File: src/rtl/multiplier_post_adder_proposed.sv
//------------------------------------------------------------------------------
// multiplier_post_adder_proposed
//
// Post-adder stage that sits directly after the multiplier output manager.
// The two 45-bit partial products X = M[44:0] and Y = M[89:45] are
// sign-extended to 48 bits. They are summed with a selectable Z operand
// (0, C or the P register) in a lane-partitioned adder (one 48-bit lane,
// two 24-bit lanes or four 12-bit lanes). The result can optionally be
// registered.
//
// Ports:
//   clk                  rising-edge clock for all state
//   RSTP                 synchronous reset of P/carry registers; its polarity
//                        is set by the IS_RSTP_INVERTED configuration bit
//   M[89:0]              {Y, X} partial products, two's complement
//   M_SIMD               per-lane carry-in; only bits [3:0] are used
//   C[47:0]              external Z operand
//   OPMODE[1:0]          Z select: 00 = 0, 01 = P register, 1x = C
//   CEP                  clock enable of the P/carry registers
//   PREG                 1 = registered outputs, 0 = combinational outputs
//   P[47:0]              result
//   CARRYOUT[3:0]        per-lane carry-outs, packed by SIMD mode
//   configuration_*      3-bit serial configuration chain
//                        (IS_RSTP_INVERTED -> USE_SIMD[0] -> USE_SIMD[1])
//------------------------------------------------------------------------------
module multiplier_post_adder_proposed #(
   parameter int precision_loss_width = 16
) (
   input  logic                            clk,
   input  logic                            RSTP,
   input  logic [89:0]                     M,
   input  logic [precision_loss_width-1:0] M_SIMD,
   input  logic [47:0]                     C,
   input  logic [1:0]                      OPMODE,
   input  logic                            CEP,
   input  logic                            PREG,
   output logic [47:0]                     P,
   output logic [3:0]                      CARRYOUT,
   input  logic                            configuration_input,
   input  logic                            configuration_enable,
   output logic                            configuration_output
);

   typedef enum logic [1:0] {
      SIMD_ONE48     = 2'b00,
      SIMD_TWO24     = 2'b01,
      SIMD_FOUR12    = 2'b10,
      SIMD_ONE48_ALT = 2'b11
   } simd_mode_e;

   // Configuration chain state
   logic       r_is_rstp_inverted;
   logic [1:0] r_use_simd;

   // Result registers
   logic [47:0] r_p;
   logic [3:0]  r_co;

   // Datapath
   simd_mode_e  w_mode;
   logic        w_rst;
   logic [47:0] w_xe;
   logic [47:0] w_ye;
   logic [47:0] w_z;
   logic [49:0] w_sum48;
   logic [25:0] w_sum24 [2];
   logic [13:0] w_sum12 [4];
   logic [47:0] w_res;
   logic [3:0]  w_co;
   logic        w_unused_simd;

   // Only the four lane carry-ins are meaningful; the rest are ignored.
   assign w_unused_simd = ^M_SIMD;

   //---------------------------------------------------------------------------
   // Configuration shift chain
   //---------------------------------------------------------------------------
   // NOTE: static configuration bits are not reset; they hold whatever was
   // shifted in, and RSTP must not disturb them.
   always_ff @(posedge clk) begin
      if (configuration_enable) begin
         r_is_rstp_inverted <= configuration_input;
         r_use_simd[0]      <= r_is_rstp_inverted;
         r_use_simd[1]      <= r_use_simd[0];
      end
   end

   assign configuration_output = r_use_simd[1];
   assign w_mode               = simd_mode_e'(r_use_simd);
   assign w_rst                = RSTP ^ r_is_rstp_inverted;

   //---------------------------------------------------------------------------
   // Operand preparation
   //---------------------------------------------------------------------------
   assign w_xe = {{3{M[44]}}, M[44:0]};
   assign w_ye = {{3{M[89]}}, M[89:45]};

   // Feedback always comes from P register, even when PREG=0, so the
   // combinational P path never loops back into the adder.
   always_comb begin
      // NOTE: every always_comb output gets a default first so no path can
      // leave it unassigned and infer a latch.
      w_z = '0;
      unique case (OPMODE)
         2'b00:   w_z = '0;
         2'b01:   w_z = r_p;
         default: w_z = C;
      endcase
   end

   //---------------------------------------------------------------------------
   // Lane-partitioned adder: every lane width is computed in parallel, each
   // with two spare MSBs so the 3-operand carry (up to 2) is not lost. The
   // SIMD mode then selects which set of lanes forms the result.
   //---------------------------------------------------------------------------
   always_comb begin
      w_sum48 = {2'b00, w_xe} + {2'b00, w_ye} + {2'b00, w_z} + 50'(M_SIMD[0]);

      for (int k = 0; k < 2; k++) begin
         w_sum24[k] = {2'b00, w_xe[k*24 +: 24]} + {2'b00, w_ye[k*24 +: 24]}
                    + {2'b00, w_z[k*24 +: 24]}  + 26'(M_SIMD[k]);
      end

      for (int k = 0; k < 4; k++) begin
         w_sum12[k] = {2'b00, w_xe[k*12 +: 12]} + {2'b00, w_ye[k*12 +: 12]}
                    + {2'b00, w_z[k*12 +: 12]}  + 14'(M_SIMD[k]);
      end

      w_res = w_sum48[47:0];
      w_co  = {w_sum48[48], 3'b000};

      unique case (w_mode)
         SIMD_TWO24: begin
            w_res = {w_sum24[1][23:0], w_sum24[0][23:0]};
            w_co  = {w_sum24[1][24], 1'b0, w_sum24[0][24], 1'b0};
         end
         SIMD_FOUR12: begin
            w_res = {w_sum12[3][11:0], w_sum12[2][11:0],
                     w_sum12[1][11:0], w_sum12[0][11:0]};
            w_co  = {w_sum12[3][12], w_sum12[2][12],
                     w_sum12[1][12], w_sum12[0][12]};
         end
         default: begin
            // ONE48 and the unused encoding 11 both use the single 48-bit lane.
            w_res = w_sum48[47:0];
            w_co  = {w_sum48[48], 3'b000};
         end
      endcase
   end

   //---------------------------------------------------------------------------
   // Result registers: reset beats clock enable.
   //---------------------------------------------------------------------------
   // NOTE: sequential state is written with non-blocking assignments only, so
   // every register samples pre-edge values regardless of block ordering.
   always_ff @(posedge clk) begin
      if (w_rst) begin
         r_p  <= '0;
         r_co <= '0;
      end else if (CEP) begin
         r_p  <= w_res;
         r_co <= w_co;
      end
   end

   assign P        = PREG ? r_p  : w_res;
   assign CARRYOUT = PREG ? r_co : w_co;

endmodule

File: config.mk
export PLATFORM = sky130hd
export DESIGN_NAME = multiplier_post_adder_proposed
export DESIGN_NICKNAME = d
export VERILOG_FILES = /design/src/rtl/multiplier_post_adder_proposed.sv
export SDC_FILE = /design/constraint.sdc
export NUM_CORES = 1
export LEC_CHECK = 0
export CELL_PAD_IN_SITES_DETAIL_PLACEMENT = 1
export CELL_PAD_IN_SITES_GLOBAL_PLACEMENT = 2
export CORE_ASPECT_RATIO = 1.4
export CORE_MARGIN = 2
export CORE_UTILIZATION = 31
export CTS_BUF_LIST = sky130_fd_sc_hd__clkbuf_2 sky130_fd_sc_hd__clkbuf_4 sky130_fd_sc_hd__clkbuf_8
export CTS_CLUSTER_DIAMETER = 80
export DETAILED_ROUTE_END_ITERATION = 6
export PLACE_DENSITY = 0.92
export SLEW_MARGIN = 30
export SYNTH_ARGS = -nofsm -noshare
export SYNTH_HDL_FRONTEND = slang
export SYNTH_SLANG_ARGS = --single-unit
File: constraint.sdc
create_clock -name clk -period 16.4 [get_ports clk]
set_clock_uncertainty 0.1 [all_clocks]
set_input_delay 4.1 -clock clk [delete_from_list [all_inputs] [get_ports clk]]
set_output_delay 4.1 -clock clk [all_outputs]
set_load 0.005 [all_outputs]
### Word level (Yosys, flattened, before mapping)

Cells that the tools add are included.

| cells by class | value |
|---|---|
| $add $sub $neg | 21 |
| equal/unequal tests | 3 |
| mux-type cells | 5 |
| bitwise gates (word level) | 1 |
| reductions and logical operators | 1 |

Operator list:

| kind | number |
|---|---|
| $pmux W48 S2 | 2 |
| $add A12 B12 Y13 | 4 |
| $add A13 B1 Y13 | 4 |
| $add A13 B12 Y13 | 4 |
| $add A24 B24 Y25 | 2 |
| $add A25 B1 Y25 | 2 |
| $add A25 B24 Y25 | 2 |
| $add A48 B48 Y49 | 1 |
| $add A49 B1 Y49 | 1 |
| $add A49 B48 Y49 | 1 |
| $mux W48 | 1 |
| $pmux W4 S2 | 1 |
| $eq A2 B1 Y1 const B | 2 |
| $mux W4 | 1 |
| $eq A2 B2 Y1 const B | 1 |
| $logic_not A2 Y1 | 1 |
| $xor A1 B1 Y1 | 1 |

| storage, ports and cells | value |
|---|---|
| bits in registers | 55 |
| input port bits | 162 |
| output and inout port bits | 53 |
| logic and storage cells | 35 |

### Logic depth before layout (Yosys ltp)

| logic depth | value |
|---|---|
| depth after elaboration | 6 |
| gate-level depth with buffers | 17 |
| depth with buffers taken out | 15 |

### Worst setup path after synthesis

No wires, ideal clock.

| timing path | value |
|---|---|
| kind | input-to-output |
| start point | input OPMODE[0] |
| end point | output P[36] |
| arrival | 7.558 ns |
| required time | 12.200 ns |
| setup slack | 4.642 ns |
| stages on the path | 15 |
| path buffers | 2 |
| path through | clkbuf_1 -> buf_1 -> nand2_1 -> o21ai_0 -> fa_1 -> ha_1 -> fa_1 -> nand3_1 -> nand2_1 -> a21oi_1 -> nor2_1 -> or3_1 -> a32oi_1 -> o21ai_0 -> a211o_1 |

| on the way | value |
|---|---|
| word-level cells in the longest chain between the ends | 6 |
| elaborated cells on any way between the ends | 11 |
| those cells by class | add/sub (6); eq/ne (1); mux (3); reduce/logical (1) |

Ends and longest elaborated chain:

| what | RTL line | RTL |
|---|---|---|
| from (decl) | 34 | `input logic [1:0] OPMODE,` |
| $eq A2 B1 Y1 / $logic_not A2 Y1 (equally long branches) | 104 | `unique case (OPMODE)` |
| $pmux W48 S2 (*) | 104 |  |
| $add A49 B48 Y49 (tied with other cells) | 117 | `w_sum48 = {2'b00, w_xe} + {2'b00, w_ye} + {2'b00, w_z} + 50'(M_SIMD[0]);` |
| $add A49 B1 Y49 (tied with other cells) | 117 |  |
| $pmux W48 S2 (*) | 132 | `unique case (w_mode)` |
| $mux W48 (*) | 166 | `assign P = PREG ? r_p : w_res;` |
| to (decl) | 37 | `output logic [47:0] P,` |

Mark *: on every way between the ends. The rest lies on a longest branch, timed or not.

### Final worst setup path

| timing path | value |
|---|---|
| start point | input OPMODE[1] |
| end point | output P[38] |

The elaborated chain is that of the path after synthesis.

==> impl_metrics.tcl <==
set metrics [dict create \
    start_util 0.314 \
    num-nets-final 1746 \
    grtUsageTotal 0.259 \
    std_cell_rows 75 \
    final_antenna_net_count 0 \
    p_seq_frac 0.155 \
    placed_cell_area_mm2 0.0115 \
    netlist_area_mm2 0.00938 \
    first_global_vias 11503 \
    normalized_max_slew_margin 0.337 \
    drt_iter0_markers 571 \
    vdd_ir_drop_max_v 0.0000437 \
    worst_setup_hold_path_clk_slew_ns 0.12 \
    fp.dieW_um 151 \
    post-synth-top-area-cell "sky130_fd_sc_hd__fa_1" \
    p_leak_nw 4.44 \
    drt-wirelength-per-cell_um 22.1 \
    period_share 0.846 \
    syn2layout_area_growth_pct 23.8 \
    first_pass_grt_wire_length_um 63500 \
    post-place-cells 1855 \
    net-switching-power_mw 0.608 \
    numCtsBuffers 5 \
    cts.sinks 55 \
    cp-end-kind "output port" \
    tightest_slew_ns 0.991 \
    wl_um 41200 \
    run_status "complete, no violations" \
    async_flop_share 0 \
    timing.max_cap.violations 0 \
    power.clock.fraction 0.080 \
    grt-ovfl-total 0 \
    power.combinational.fraction 0.765 \
    timing_worst_setup_path_type "primary input to output port" \
    report.final.hold_viol_count 0 \
    die_height_um 210 \
    power.density_cell_area_mw_per_mm2 99.3 \
    fillCellCount 3775 \
    port_buffers 202 \
    clk_root_buffer_cell "sky130_fd_sc_hd__clkbuf_8" \
    timing.fmax_ghz 0.0721 \
    synth_fp_nets 1618 \
    drc_errors 0 \
    yosys.cell_types.count 83 \
    yosys_warnings 0 \
    post_layout_nonfiller_instances 1864 \
    place.detailed.hpwl_um 32600 \
    sequential_cell_area_mm2 0.00113 \
    post_synth_main_area_contributors "sky130_fd_sc_hd__fa_1 11%, sky130_fd_sc_hd__dfxtp_1 11%, sky130_fd_sc_hd__nand2_1 9.6%" \
    setup-tns-final_ns 0 \
    netlist_top_cells_count "241 x sky130_fd_sc_hd__nand2_1, 140 x sky130_fd_sc_hd__o21ai_0, 128 x sky130_fd_sc_hd__a21oi_1" \
    largest_net_degree_at_the_start_of_global_routing 62 \
    cts_max_level 2 \
    gpl.final_weighted_congestion 0.916 \
    number_of_antenna_violations_at_the_first_check_in_global_routing 0 \
    cp-start-kind "primary input" \
    final_design_instance_area_without_fill_mm2 0.0116 \
    share_of_final_layout_standard_cells_stronger_than_drive_strength_1 0.0399 \
    required_ns 12.20 \
    die_area_mm2 0.0317 \
    final-max-slew-violation-count 0 \
    final.setup.worst_slack_ns 2.53 \
    switching_part_of_the_total_power 0.527 \
    final.hold.worst_slack_ns 0.380 \
    routed-via-count 10897 \
    rsz0062_at_grt "false" \
    netlist_instances 1349 \
    avgViaCountPerCell 5.85 \
    cts_repair_resize_count 0 \
    internal_dissipation_mw 0.546 \
    worst-path-max-fanout 61 \
    synth.ff_latch_count 55 \
    timing.final.setup_violations 0 \
    preCtsSetupSlack_ns 2.46 \
    io-pin-count 215 \
    finalWorstPathRequiredPeriod_ns 13.87 \
    postSynthAreaPerCell_um2 6.96 \
    total_power_mw 1.15 \
    synth-edff-count 3 \
    clockBufferDepth 2 \
    cts_tree "built" \
    cp_data_arrival_time_ns 9.67 \
    clkLatencyLatePin_ns 0.37 \
    cts_hold_repair.buffers 0 \
    worst_hold_path_type "flip-flop to flip-flop" \
    postSynth.topFlopCell "sky130_fd_sc_hd__dfxtp_1" \
    post-cts-setup-buffer-count 0 \
    core_region_area_mm2 0.0298 \
    router_iterations_before_antenna_repair 5 \
    most_frequent_cell_after_synthesis "sky130_fd_sc_hd__nand2_1" \
    multiInputGateArea_mm2 0.00760 \
    synth_top_area_frac 0.113 \
    fin_util 0.389 \
    synth.yosys.seq_area_share 0.121 \
]
-- worst paths after layout --
check	start	end	slack (ns)	cells after the start
setup / recovery	OPMODE[1]	P[38]	2.53	15
hold / removal	r_co[0]	r_co[0]	0.38	2
setup reg to reg	r_use_simd[1]	r_p[40]	11.59	13
hold reg to reg	r_co[0]	r_co[0]	0.38	2
-- worst max-delay path, cell delays in order --
cell	delay, ns
sky130_fd_sc_hd__buf_2	0.50
sky130_fd_sc_hd__buf_4	0.60
sky130_fd_sc_hd__o21ai_0	0.23
sky130_fd_sc_hd__fa_1	0.46
sky130_fd_sc_hd__ha_1	0.39
sky130_fd_sc_hd__and3_4	0.23
sky130_fd_sc_hd__nand2_1	0.15
sky130_fd_sc_hd__o221ai_1	0.22
sky130_fd_sc_hd__a31oi_1	0.50
sky130_fd_sc_hd__o21a_1	0.34
sky130_fd_sc_hd__o211ai_2	0.23
sky130_fd_sc_hd__a2111oi_0	0.65
sky130_fd_sc_hd__a31oi_1	0.21
sky130_fd_sc_hd__a31oi_1	0.27
sky130_fd_sc_hd__clkdlybuf4s50_1	0.55
-- layout by cell type, fill, tap and decap left out, types with 11 or more instances in the layout --
cell type | Yosys | layout
sky130_fd_sc_hd__a21oi_1 | 128 | 128
sky130_fd_sc_hd__a31oi_1 | 23 | 23
sky130_fd_sc_hd__xnor2_1 | 22 | 22
sky130_fd_sc_hd__nor3_1 | 17 | 17
sky130_fd_sc_hd__nand2_1 | 241 | 241
sky130_fd_sc_hd__o22ai_1 | 12 | 12
sky130_fd_sc_hd__o21ai_0 | 140 | 140
sky130_fd_sc_hd__a22oi_1 | 17 | 17
sky130_fd_sc_hd__buf_4 | 5 | 17
sky130_fd_sc_hd__a211oi_1 | 15 | 15
sky130_fd_sc_hd__nor2_1 | 102 | 102
sky130_fd_sc_hd__clkdlybuf4s50_1 | 0 | 198
sky130_fd_sc_hd__o21a_1 | 30 | 30
sky130_fd_sc_hd__nor2b_1 | 12 | 11
sky130_fd_sc_hd__o211ai_1 | 12 | 12
sky130_fd_sc_hd__ha_1 | 54 | 54
sky130_fd_sc_hd__fa_1 | 53 | 53
sky130_fd_sc_hd__o31ai_1 | 11 | 11
sky130_fd_sc_hd__inv_1 | 46 | 46
sky130_fd_sc_hd__a21o_1 | 27 | 27
sky130_fd_sc_hd__dfxtp_1 | 52 | 52
sky130_fd_sc_hd__nand3_1 | 36 | 36
sky130_fd_sc_hd__nand4_1 | 25 | 25
-- kinds of logic after synthesis --
kind of cell	share of synthesized area
buffers and inverters	0.0708
AND/OR/NAND/NOR	0.230
AO/OA/AOI/OAI	0.350
flip-flops	0.121
adder cells (fa/ha/maj)	0.185
multiplexers	0.0136
XOR/XNOR	0.0299
-- routing by layer --
metal  share of wire  up-vias  track usage
met5               0        -            0
met4           0.053        0        0.129
met3           0.026       77       0.0159
met2            0.53      270        0.486
met1            0.39     5403        0.290
li1                -     5147            -
-- power groups by stage --
stage               registers, mW  logic (mW)  clock network, mW
floorplan                   0.176       0.560                  0
global placement            0.180       0.859                  0
detailed placement          0.181       0.873                  0
CTS                         0.178       0.878             0.0959
global route                0.182       0.960             0.0991
finish                      0.179       0.882             0.0928
-- state kept, by name (all words and copies together), names as in the netlist --
register	cells
r_use_simd	2
r_is_rstp_inverted	1
r_co	4
r_p	48
-- area by class of cell --
| type | instances | share of cell area |
|---|---|---|
| clock inverters | 2 | 0.00140 |
| multi-input cells | 1147 | 0.654 |
| clock buffers | 6 | 0.00657 |
| diodes | 1 | 0.000215 |
| repair buffers | 219 | 0.183 |
| inverters | 49 | 0.0158 |
| flip-flops and latches | 55 | 0.0974 |
| well taps | 385 | 0.0415 |
No activity file was read; power rests on OpenSTA's default activity.
